`src/rtl/two_way_grant_scheduler.sv`:
```
// two_way_grant_scheduler: arbitrates two level requests and drives the
// sel/Enable pair of a 1-to-2 decoder with a bounded grant and a dead gap.
// Ports: clk, rst (async, active-high), req[1:0], early_rel -> sel,
//   Enable, busy (GRANT or GAP), grant_cnt[7:0] (saturating grant count).
// Macro GRANT_FIXED_PRIORITY_EN: channel 0 always wins a tie instead of
//   round-robin; the pointer is then held at 0.
module two_way_grant_scheduler #(
  parameter int HOLD_CYCLES = 4,
  parameter int GAP_CYCLES  = 1,
  parameter int CNT_W       = 4
) (
  input  logic       clk,
  input  logic       rst,
  input  logic [1:0] req,
  input  logic       early_rel,
  output logic       sel,
  output logic       Enable,
  output logic       busy,
  output logic [7:0] grant_cnt
);

  typedef enum logic [1:0] {
    IDLE,
    GRANT,
    GAP
  } state_t;

  localparam logic [CNT_W-1:0] HOLD_LD =
    CNT_W'(HOLD_CYCLES - 1);
  localparam logic [CNT_W-1:0] GAP_LD =
    (GAP_CYCLES > 0) ? CNT_W'(GAP_CYCLES - 1) : '0;

  state_t           state;
  state_t           state_n;
  logic [CNT_W-1:0] cnt;
  logic [CNT_W-1:0] cnt_n;
  logic             ptr;
  logic             ptr_n;
  logic             sel_n;
  logic             en_n;
  logic             busy_n;
  logic [7:0]       gcnt_n;
  logic             winner;

  // A lone requester always wins; a tie goes to the pointer (or to
  // channel 0 in fixed-priority builds).
`ifdef GRANT_FIXED_PRIORITY_EN
  assign winner = ~req[0];
`else
  assign winner = (req == 2'b11) ? ptr : req[1];
`endif

  always_ff @(posedge clk or posedge rst) begin
    if (rst) begin
      state     <= IDLE;
      cnt       <= '0;
      ptr       <= 1'b0;
      sel       <= 1'b0;
      Enable    <= 1'b0;
      busy      <= 1'b0;
      grant_cnt <= 8'd0;
    end else begin
      state     <= state_n;
      cnt       <= cnt_n;
      ptr       <= ptr_n;
      sel       <= sel_n;
      Enable    <= en_n;
      busy      <= busy_n;
      grant_cnt <= gcnt_n;
    end
  end

  // sel is only ever loaded together with the IDLE->GRANT transition,
  // so it is stable for the whole time Enable is high.
  always_comb begin
    state_n = state;
    cnt_n   = cnt;
    ptr_n   = ptr;
    sel_n   = sel;
    en_n    = Enable;
    busy_n  = busy;
    gcnt_n  = grant_cnt;
    unique case (state)
      IDLE: begin
        if (req != 2'b00) begin
          state_n = GRANT;
          sel_n   = winner;
          en_n    = 1'b1;
          busy_n  = 1'b1;
          cnt_n   = HOLD_LD;
`ifdef GRANT_FIXED_PRIORITY_EN
          ptr_n   = 1'b0;
`else
          ptr_n   = ~winner;
`endif
          if (grant_cnt != 8'hff)
            gcnt_n = grant_cnt + 8'd1;
        end
      end
      GRANT: begin
        if (cnt == '0 || early_rel) begin
          en_n = 1'b0;
          if (GAP_CYCLES > 0) begin
            state_n = GAP;
            cnt_n   = GAP_LD;
          end else begin
            state_n = IDLE;
            busy_n  = 1'b0;
          end
        end else begin
          cnt_n = cnt - 1'b1;
        end
      end
      GAP: begin
        if (cnt == '0) begin
          state_n = IDLE;
          busy_n  = 1'b0;
        end else begin
          cnt_n = cnt - 1'b1;
        end
      end
      default: begin
        state_n = IDLE;
        en_n    = 1'b0;
        busy_n  = 1'b0;
      end
    endcase
  end

endmodule

```
`config.mk`:
```
export PLATFORM = sky130hd
export DESIGN_NAME = two_way_grant_scheduler
export DESIGN_NICKNAME = d
export VERILOG_FILES = /design/src/rtl/two_way_grant_scheduler.sv
export SDC_FILE = /design/constraint.sdc
export NUM_CORES = 1
export LEC_CHECK = 0
export ABC_AREA = 1
export BUFFER_PORTS_ARGS = -buffer_cell sky130_fd_sc_hd__buf_2
export CAP_MARGIN = 20
export CORE_MARGIN = 2
export CORE_UTILIZATION = 33
export DETAILED_ROUTE_END_ITERATION = 6
export MAX_ROUTING_LAYER = met4
export PLACE_DENSITY = 0.55
export SYNTH_ARGS = -nofsm -noshare
export SYNTH_HDL_FRONTEND = slang
export SYNTH_SLANG_ARGS = --single-unit
```
`constraint.sdc`:
```
create_clock -name clk -period 1.93 [get_ports clk]
set_input_delay 0.193 -clock clk [delete_from_list [all_inputs] [get_ports clk]]
set_output_delay 0.193 -clock clk [all_outputs]
set_load 0.01 [all_outputs]
```
==> run_summary.xml, run 1 <==
<?xml version="1.0" encoding="UTF-8"?>
<metrics>
  <group name="run_status">
    <metric name="outcome" unit="">finished, violations left</metric>
    <metric name="failed_checks" unit="">hold timing</metric>
  </group>
  <group name="sta">
    <metric name="max_slew.worst_pin.slew" unit="ns">0.6991</metric>
    <metric name="finalCritPeriodShare" unit="">0.7519</metric>
    <metric name="period_minus_slack" unit="ns">1.451</metric>
    <metric name="max_slew_margin_vs_limit" unit="">0.5334</metric>
    <metric name="worst_hold_margin" unit="ns">-0.02486</metric>
    <metric name="final_hold_viol_count" unit="">18</metric>
    <metric name="largest_clock_skew_in_the_final_design" unit="ns">0.006921</metric>
    <metric name="grt_setup_unrepaired" unit="">no</metric>
    <metric name="setup_viol" unit="">0</metric>
    <metric name="count_of_pins_over_their_slew_limit" unit="">0</metric>
    <metric name="final.setup.tns" unit="ns">0</metric>
    <metric name="max_freq" unit="GHz">0.6891</metric>
  </group>
  <group name="cts">
    <metric name="cts_tree" unit="">done</metric>
    <metric name="cts_buffers" unit="">3</metric>
    <metric name="ctsLongestPathBuffers" unit="">2</metric>
    <metric name="h_tree_lvls" unit="">1</metric>
    <metric name="cts_root_buffer" unit="">sky130_fd_sc_hd__clkbuf_4</metric>
    <metric name="cts_hold_buf" unit="">0</metric>
    <metric name="numClockSinks" unit="">18</metric>
    <metric name="cts.repair_timing.setup_buffer_count" unit="">0</metric>
    <metric name="clk_latency" unit="ns">0.30</metric>
    <metric name="post_cts.resized_instances" unit="">0</metric>
    <metric name="path_clk_slew" unit="ns">0.11</metric>
  </group>
  <group name="routing">
    <metric name="vias_per_cell" unit="">4.361</metric>
    <metric name="routed_wire_length_per_instance" unit="µm">9.774</metric>
    <metric name="num_vias" unit="">907</metric>
    <metric name="routed_wirelength" unit="µm">2033</metric>
    <metric name="antenna_violating_nets_post_route" unit="">0</metric>
    <metric name="drt_first_iter_violations" unit="">30</metric>
    <metric name="drc_errors" unit="">0</metric>
    <metric name="drt-pass1-iter-count" unit="">4</metric>
  </group>
  <group name="yosys">
    <metric name="syn_avg_cell_area" unit="µm²">7.743</metric>
    <metric name="syn-instance-count" unit="">143</metric>
    <metric name="netlist.area_leader.share" unit="">0.4068</metric>
    <metric name="synthMuxAreaShare" unit="">0</metric>
    <metric name="netlist.top_cell.by_area" unit="">sky130_fd_sc_hd__dfrtp_1</metric>
    <metric name="yosys.area_share.xor_xnor" unit="">0.03164</metric>
    <metric name="yosys-top-cells-area" unit="">sky130_fd_sc_hd__dfrtp_1 41%, sky130_fd_sc_hd__nand2_1 17%, sky130_fd_sc_hd__ha_1 7.9%</metric>
    <metric name="yosys.area_share.simple" unit="">0.3458</metric>
    <metric name="synth_top_family_by_area" unit="">simple AND/OR/NAND/NOR gates</metric>
    <metric name="synth-warning-count" unit="">0</metric>
    <metric name="synth_fa_ha_area_frac" unit="">0.07910</metric>
    <metric name="synth-seq-cells" unit="">18</metric>
    <metric name="synth_area" unit="mm²">0.001107</metric>
    <metric name="synth_sequential_area_ratio" unit="">0.4068</metric>
    <metric name="postSynthNetCount" unit="">155</metric>
    <metric name="synth_compound_area_frac" unit="">0.04746</metric>
    <metric name="post_synth_num_cell_types" unit="">21</metric>
  </group>
  <group name="grt">
    <metric name="grt_max_degree" unit="">19</metric>
    <metric name="grt_util_all_layers" unit="">0.1281</metric>
    <metric name="grt_first_pass_wirelength" unit="µm">3539</metric>
    <metric name="first_global_vias" unit="">859</metric>
    <metric name="number_of_antenna_violations_at_the_first_check_in_global_routing" unit="">0</metric>
    <metric name="grt-ovfl-total" unit="">0</metric>
  </group>
  <group name="die">
    <metric name="core-area" unit="mm²">0.003284</metric>
    <metric name="num_rows" unit="">21</metric>
    <metric name="design.portCount" unit="">16</metric>
    <metric name="die_span_y" unit="µm">61.93</metric>
    <metric name="starting_utilization_of_the_core_area" unit="">0.3371</metric>
    <metric name="die_w" unit="µm">61.93</metric>
    <metric name="die_area" unit="mm²">0.003835</metric>
  </group>
  <group name="place">
    <metric name="numPlacedInstances" unit="">204</metric>
    <metric name="place.gp.congestion" unit="">0.8158</metric>
    <metric name="port_buffers" unit="">15</metric>
    <metric name="detailedPlacementHpwl" unit="µm">1598</metric>
  </group>
  <group name="worst_setup_path">
    <metric name="r2r_cells" unit="">7</metric>
    <metric name="worst_setup_path_start_kind" unit="">flop</metric>
    <metric name="worst_path_maximum_fanout" unit="">7</metric>
    <metric name="cp_data_arrival_time" unit="ns">1.66</metric>
    <metric name="criticalPathCategory" unit="">flop to flop</metric>
    <metric name="cp-end-kind" unit="">flop</metric>
    <metric name="cp.required" unit="ns">2.14</metric>
  </group>
  <group name="finish">
    <metric name="drive_above_1_share" unit="">0.1914</metric>
    <metric name="finalCoreUtilization" unit="">0.3886</metric>
    <metric name="area_growth_syn_to_layout" unit="%">15.25</metric>
    <metric name="layout.cells.non_filler" unit="">208</metric>
    <metric name="n_antenna_cell" unit="">0</metric>
    <metric name="nets" unit="">175</metric>
  </group>
  <group name="power_and_ir_drop">
    <metric name="power.density" unit="mW/mm²">1500</metric>
    <metric name="vdd_ir_drop_max" unit="mV">0.5361</metric>
    <metric name="power.static_leakage" unit="µW">0.0007305</metric>
  </group>
  <group name="min_path">
    <metric name="worstHoldPathType" unit="">primary input to asynchronous set/reset pin</metric>
  </group>
  <group name="flow_run">
    <metric name="max_cap_violations" unit="">0</metric>
  </group>
</metrics>
==> flip-flops by register name, summed over array words and instances, names as in the netlist <==
signal and flops:
grant_cnt 8, cnt 4, state 2, Enable 1, busy 1, ptr 1
sel 1
==> Yosys cell counts (all sizes together) <==
cell    instances
nand2          54
inv            25
dfrtp          18
nand3          13
nor2           10
ha              7
o21ai           6
nand4           3
a21boi          2
xnor2           2
xor2            2
o21a            1
==> routing by layer <==
layer	wire length, µm	GRT usage	part of all wire
met4	16	0.02736	0.0079
met5	0	-	0
met2	977	0.2135	0.48
met3	75	0.03727	0.037
met1	964	0.1540	0.47
==> power by group <==
part / switching [µW] / internal, µW
Clock: 128 / 115
Combinational: 618 / 383
Sequential: 137 / 534
==> final cells by class <==
| class | instances | area, µm² |
|---|---|---|
| Timing Repair Buffer | 15 | 75.07 |
| Tap cell | 46 | 57.56 |
| Multi-Input combinational cell | 100 | 558.0 |
| Fill cell | 340 | 2008 |
| Clock buffer | 4 | 36.28 |
| Sequential cell | 18 | 450.4 |
| Inverter | 25 | 98.84 |
==> kinds of logic (layout without fill, tap and decap cells) <==
logic type | Yosys count | after routing
flip-flops | 18 | 18
AND/OR/NAND/NOR | 80 | 80
AO/OA/AOI/OAI | 9 | 9
XOR/XNOR | 4 | 4
buffers and inverters | 25 | 44
adder cells (fa/ha/maj) | 7 | 7
==> final timing paths <==
kind	from	end	slack (ns)
max reg2reg	state[0]	grant_cnt[2]	0.48
min reg2reg	busy	busy	0.50
max	state[0]	grant_cnt[2]	0.48
max in group asynchronous	rst	grant_cnt[3]	1.51
min	rst	ptr	-0.02
min in group clk	req[0]	ptr	0.19
==> stage by stage <==
stage	setup WS (ns)	power, µW	area [µm²]	hold slack (ns)
finish	0.4789	1914	1276	-0.02486
global route	0.3279	2130	1276	0.05638
CTS	0.4771	1941	1276	0.008181
detailed placement	0.4947	1694	1240	0.3483
global placement	0.5310	1673	1240	0.3468
floorplan	0.6054	1427	1107	0.1316
==> placed cells by master, fill, tap and decap left out, drive strengths merged <==
master	synthesis	final
inv	25	25
clkbuf	0	4
o21ai	6	6
nand3	13	13
dfrtp	18	18
nor2	10	10
a21boi	2	2
nand4	3	3
buf	0	15
o21a	1	1
xor2	2	2
ha	7	7
nand2	54	54
xnor2	2	2
==> critical path, stage by stage (launching register included) <==
cell                      delay (ns)
sky130_fd_sc_hd__dfrtp_1        0.43
sky130_fd_sc_hd__inv_1          0.09
sky130_fd_sc_hd__ha_1           0.27
sky130_fd_sc_hd__inv_2          0.11
sky130_fd_sc_hd__nor2_8         0.15
sky130_fd_sc_hd__nand2_4        0.11
sky130_fd_sc_hd__o21ai_1        0.13
sky130_fd_sc_hd__nand2_1        0.06
(Power assumes the default switching activity.)
==> inputs of run 2 (changes only) <==
- clock period: 1.93 -> 1.5 ns (I/O delays scaled with it)
==> run_summary.xml, run 2 (same netlist as run 1, synthesis figures left out) <==
<?xml version="1.0" encoding="UTF-8"?>
<metrics>
  <group name="run_status">
    <metric name="outcome" unit="">complete, no violations</metric>
  </group>
  <group name="worst_setup_path">
    <metric name="critical_path.reg2reg.startpoint" unit="">state[1]</metric>
    <metric name="timing.critical_path.cells" unit="">inv_1, ha_2, inv_2, nor2_8, nand2_4, o21ai_1, nand2_1</metric>
    <metric name="cp-end-kind" unit="">flop</metric>
    <metric name="cp.required" unit="ns">1.70</metric>
    <metric name="worst_setup_path_start_kind" unit="">flop</metric>
    <metric name="criticalPathCategory" unit="">flop to flop</metric>
    <metric name="worst_path_maximum_fanout" unit="">7</metric>
    <metric name="cp_data_arrival_time" unit="ns">1.57</metric>
    <metric name="slowest_stage" unit="">sky130_fd_sc_hd__dfrtp_1</metric>
    <metric name="r2r_setup_slack" unit="ns">0.13</metric>
    <metric name="r2r_cells" unit="">7</metric>
    <metric name="worst_path_largest_cell_delay" unit="ns">0.41</metric>
    <metric name="r2r_end" unit="">grant_cnt[2]</metric>
  </group>
  <group name="finish">
    <metric name="n_fill_cell" unit="">352</metric>
    <metric name="area_growth_syn_to_layout" unit="%">17.74</metric>
    <metric name="largest_reg_flops" unit="">8</metric>
    <metric name="n_antenna_cell" unit="">0</metric>
    <metric name="max_flop_register" unit="">grant_cnt</metric>
    <metric name="drive_above_1_share" unit="">0.2061</metric>
    <metric name="nets" unit="">178</metric>
    <metric name="final_common_cell" unit="">sky130_fd_sc_hd__nand2_1</metric>
    <metric name="finalCoreUtilization" unit="">0.3970</metric>
    <metric name="reg.largest.list" unit="">grant_cnt: 8 flops, cnt: 4 flops, state: 2 flops</metric>
    <metric name="mostFrequentLayoutCells" unit="">50 x sky130_fd_sc_hd__nand2_1, 23 x sky130_fd_sc_hd__inv_1, 18 x sky130_fd_sc_hd__dfrtp_1</metric>
  </group>
  <group name="cts">
    <metric name="cts_buffers" unit="">3</metric>
    <metric name="cts_root_buffer" unit="">sky130_fd_sc_hd__clkbuf_4</metric>
    <metric name="numClockSinks" unit="">18</metric>
    <metric name="clk_latency" unit="ns">0.29</metric>
    <metric name="path_clk_slew" unit="ns">0.11</metric>
    <metric name="cts_tree" unit="">done</metric>
    <metric name="h_tree_lvls" unit="">1</metric>
    <metric name="ctsLongestPathBuffers" unit="">2</metric>
  </group>
  <group name="power_and_ir_drop">
    <metric name="internal_power_consumption" unit="µW">1357</metric>
    <metric name="switching_power" unit="µW">1163</metric>
    <metric name="power.static_leakage" unit="µW">0.0007430</metric>
    <metric name="netSwitchingFraction" unit="">0.4615</metric>
    <metric name="p_clk_frac" unit="">0.121</metric>
    <metric name="p_comb_frac" unit="">0.535</metric>
    <metric name="power.density" unit="mW/mm²">1933</metric>
    <metric name="vdd_ir_drop_max" unit="mV">0.7079</metric>
    <metric name="sequential_power_share" unit="">0.343</metric>
    <metric name="power" unit="µW">2520</metric>
  </group>
  <group name="grt">
    <metric name="grt_max_degree" unit="">19</metric>
    <metric name="grt-ovfl-total" unit="">0</metric>
    <metric name="grt_util_all_layers" unit="">0.1298</metric>
    <metric name="grt_first_pass_wirelength" unit="µm">3567</metric>
    <metric name="first_global_vias" unit="">872</metric>
    <metric name="number_of_antenna_violations_at_the_first_check_in_global_routing" unit="">0</metric>
  </group>
  <group name="place">
    <metric name="preCtsSetupSlack" unit="ns">0.05889</metric>
    <metric name="port_buffers" unit="">15</metric>
    <metric name="detailedPlacementHpwl" unit="µm">1652</metric>
    <metric name="place.gp.congestion" unit="">0.8202</metric>
  </group>
  <group name="die">
    <metric name="design.portCount" unit="">16</metric>
    <metric name="core-area" unit="mm²">0.003284</metric>
    <metric name="die_w" unit="µm">61.93</metric>
    <metric name="starting_utilization_of_the_core_area" unit="">0.3371</metric>
    <metric name="die_span_y" unit="µm">61.93</metric>
    <metric name="die_area" unit="mm²">0.003835</metric>
    <metric name="num_rows" unit="">21</metric>
  </group>
  <group name="min_path">
    <metric name="cell_count_of_the_worst_hold_path" unit="">3</metric>
    <metric name="hold-path-endpoint" unit="">ptr</metric>
    <metric name="worstHoldPathType" unit="">primary input to flop</metric>
    <metric name="min-delay-start" unit="">req[0]</metric>
  </group>
  <group name="routing">
    <metric name="routed_wirelength" unit="µm">2110</metric>
    <metric name="routed_wire_length_per_instance" unit="µm">10.00</metric>
    <metric name="num_vias" unit="">918</metric>
    <metric name="vias_per_cell" unit="">4.351</metric>
    <metric name="drt_first_iter_violations" unit="">20</metric>
    <metric name="antenna_violating_nets_post_route" unit="">0</metric>
    <metric name="drc_errors" unit="">0</metric>
    <metric name="drt-pass1-iter-count" unit="">4</metric>
  </group>
  <group name="sta">
    <metric name="largest_clock_skew_in_the_final_design" unit="ns">0.002278</metric>
    <metric name="setup_viol" unit="">0</metric>
    <metric name="grt_setup_unrepaired" unit="">yes</metric>
    <metric name="worst_hold_margin" unit="ns">0.1664</metric>
    <metric name="period_minus_slack" unit="ns">1.374</metric>
    <metric name="finalCritPeriodShare" unit="">0.9161</metric>
    <metric name="final_hold_viol_count" unit="">0</metric>
    <metric name="max_slew_margin_vs_limit" unit="">0.8342</metric>
    <metric name="max_slew.worst_pin.slew" unit="ns">0.2487</metric>
    <metric name="count_of_pins_over_their_slew_limit" unit="">0</metric>
    <metric name="max_freq" unit="GHz">0.7277</metric>
    <metric name="setup_slack_after_layout" unit="ns">0.1259</metric>
  </group>
  <group name="flow_run">
    <metric name="max_cap_violations" unit="">0</metric>
  </group>
</metrics>
[run 2: routing by layer]
metal / GRT usage / vias up / part of all wire
met5: - / - / 0
met4: 0.04559 / 0 / 0.0062
met3: 0.03106 / 2 / 0.027
met2: 0.2165 / 10 / 0.47
met1: 0.1526 / 423 / 0.50
li1: - / 483 / -
[run 2: critical path, delay by kind of cell, from the launching register on]
kind                       cells  cell delay (ns)
AOI/OAI and AO/OA              1             0.13
adders and majority gates      1             0.24
buffers and inverters          2             0.19
DFF                            1             0.41
and+or+nand+nor                3             0.30
[run 2: area by class of cell]
cell class	count	area (µm²)	area share
tap	46	57.56	0.04415
clock buffer	4	36.28	0.02783
sequential	18	450.4	0.3455
timing repair buffer	18	100.1	0.07678
inverter	25	98.84	0.07582
multi-input combinational	100	560.5	0.4299
[run 2: power groups by stage]
stage / Clock (µW) / Combinational [µW] / Sequential (µW)
finish: 306 / 1350 / 866
global route: 340 / 1540 / 891
CTS: 316 / 1350 / 863
detailed placement: 0 / 1340 / 871
global placement: 0 / 1310 / 868
floorplan: 0 / 942 / 893
[run 2: stage by stage]
step | std cells | cell area, µm² | TNS, ns
floorplan | 143 | 1107 | 0
global placement | 206 | 1255 | 0
detailed placement | 206 | 1255 | 0
CTS | 211 | 1301 | 0
global route | 211 | 1304 | -0.0007115
finish | 211 | 1304 | 0
[run 2: worst max path at each step]
stage | from | depth (start not counted) | end | slack, ns
final | state[1] | 7 | grant_cnt[2] | 0.13
after detailed placement | state[0] | 7 | grant_cnt[2] | 0.06
after CTS | state[0] | 7 | grant_cnt[2] | 0.06
after global routing | state[0] | 7 | grant_cnt[2] | -0.0007
after global placement | state[0] | 7 | grant_cnt[2] | 0.10
after floorplan | state[0] | 7 | grant_cnt[2] | 0.18
[run 2: repair_timing]
| item | in CTS | in global routing |
|---|---|---|
| hold buffers | 1 | 0 |
| setup buffers | 0 | 0 |
| resized for setup | 0 | 1 |
| setup endpoints to repair | 0 | 7 |
| hold endpoints to repair | 18 | 0 |
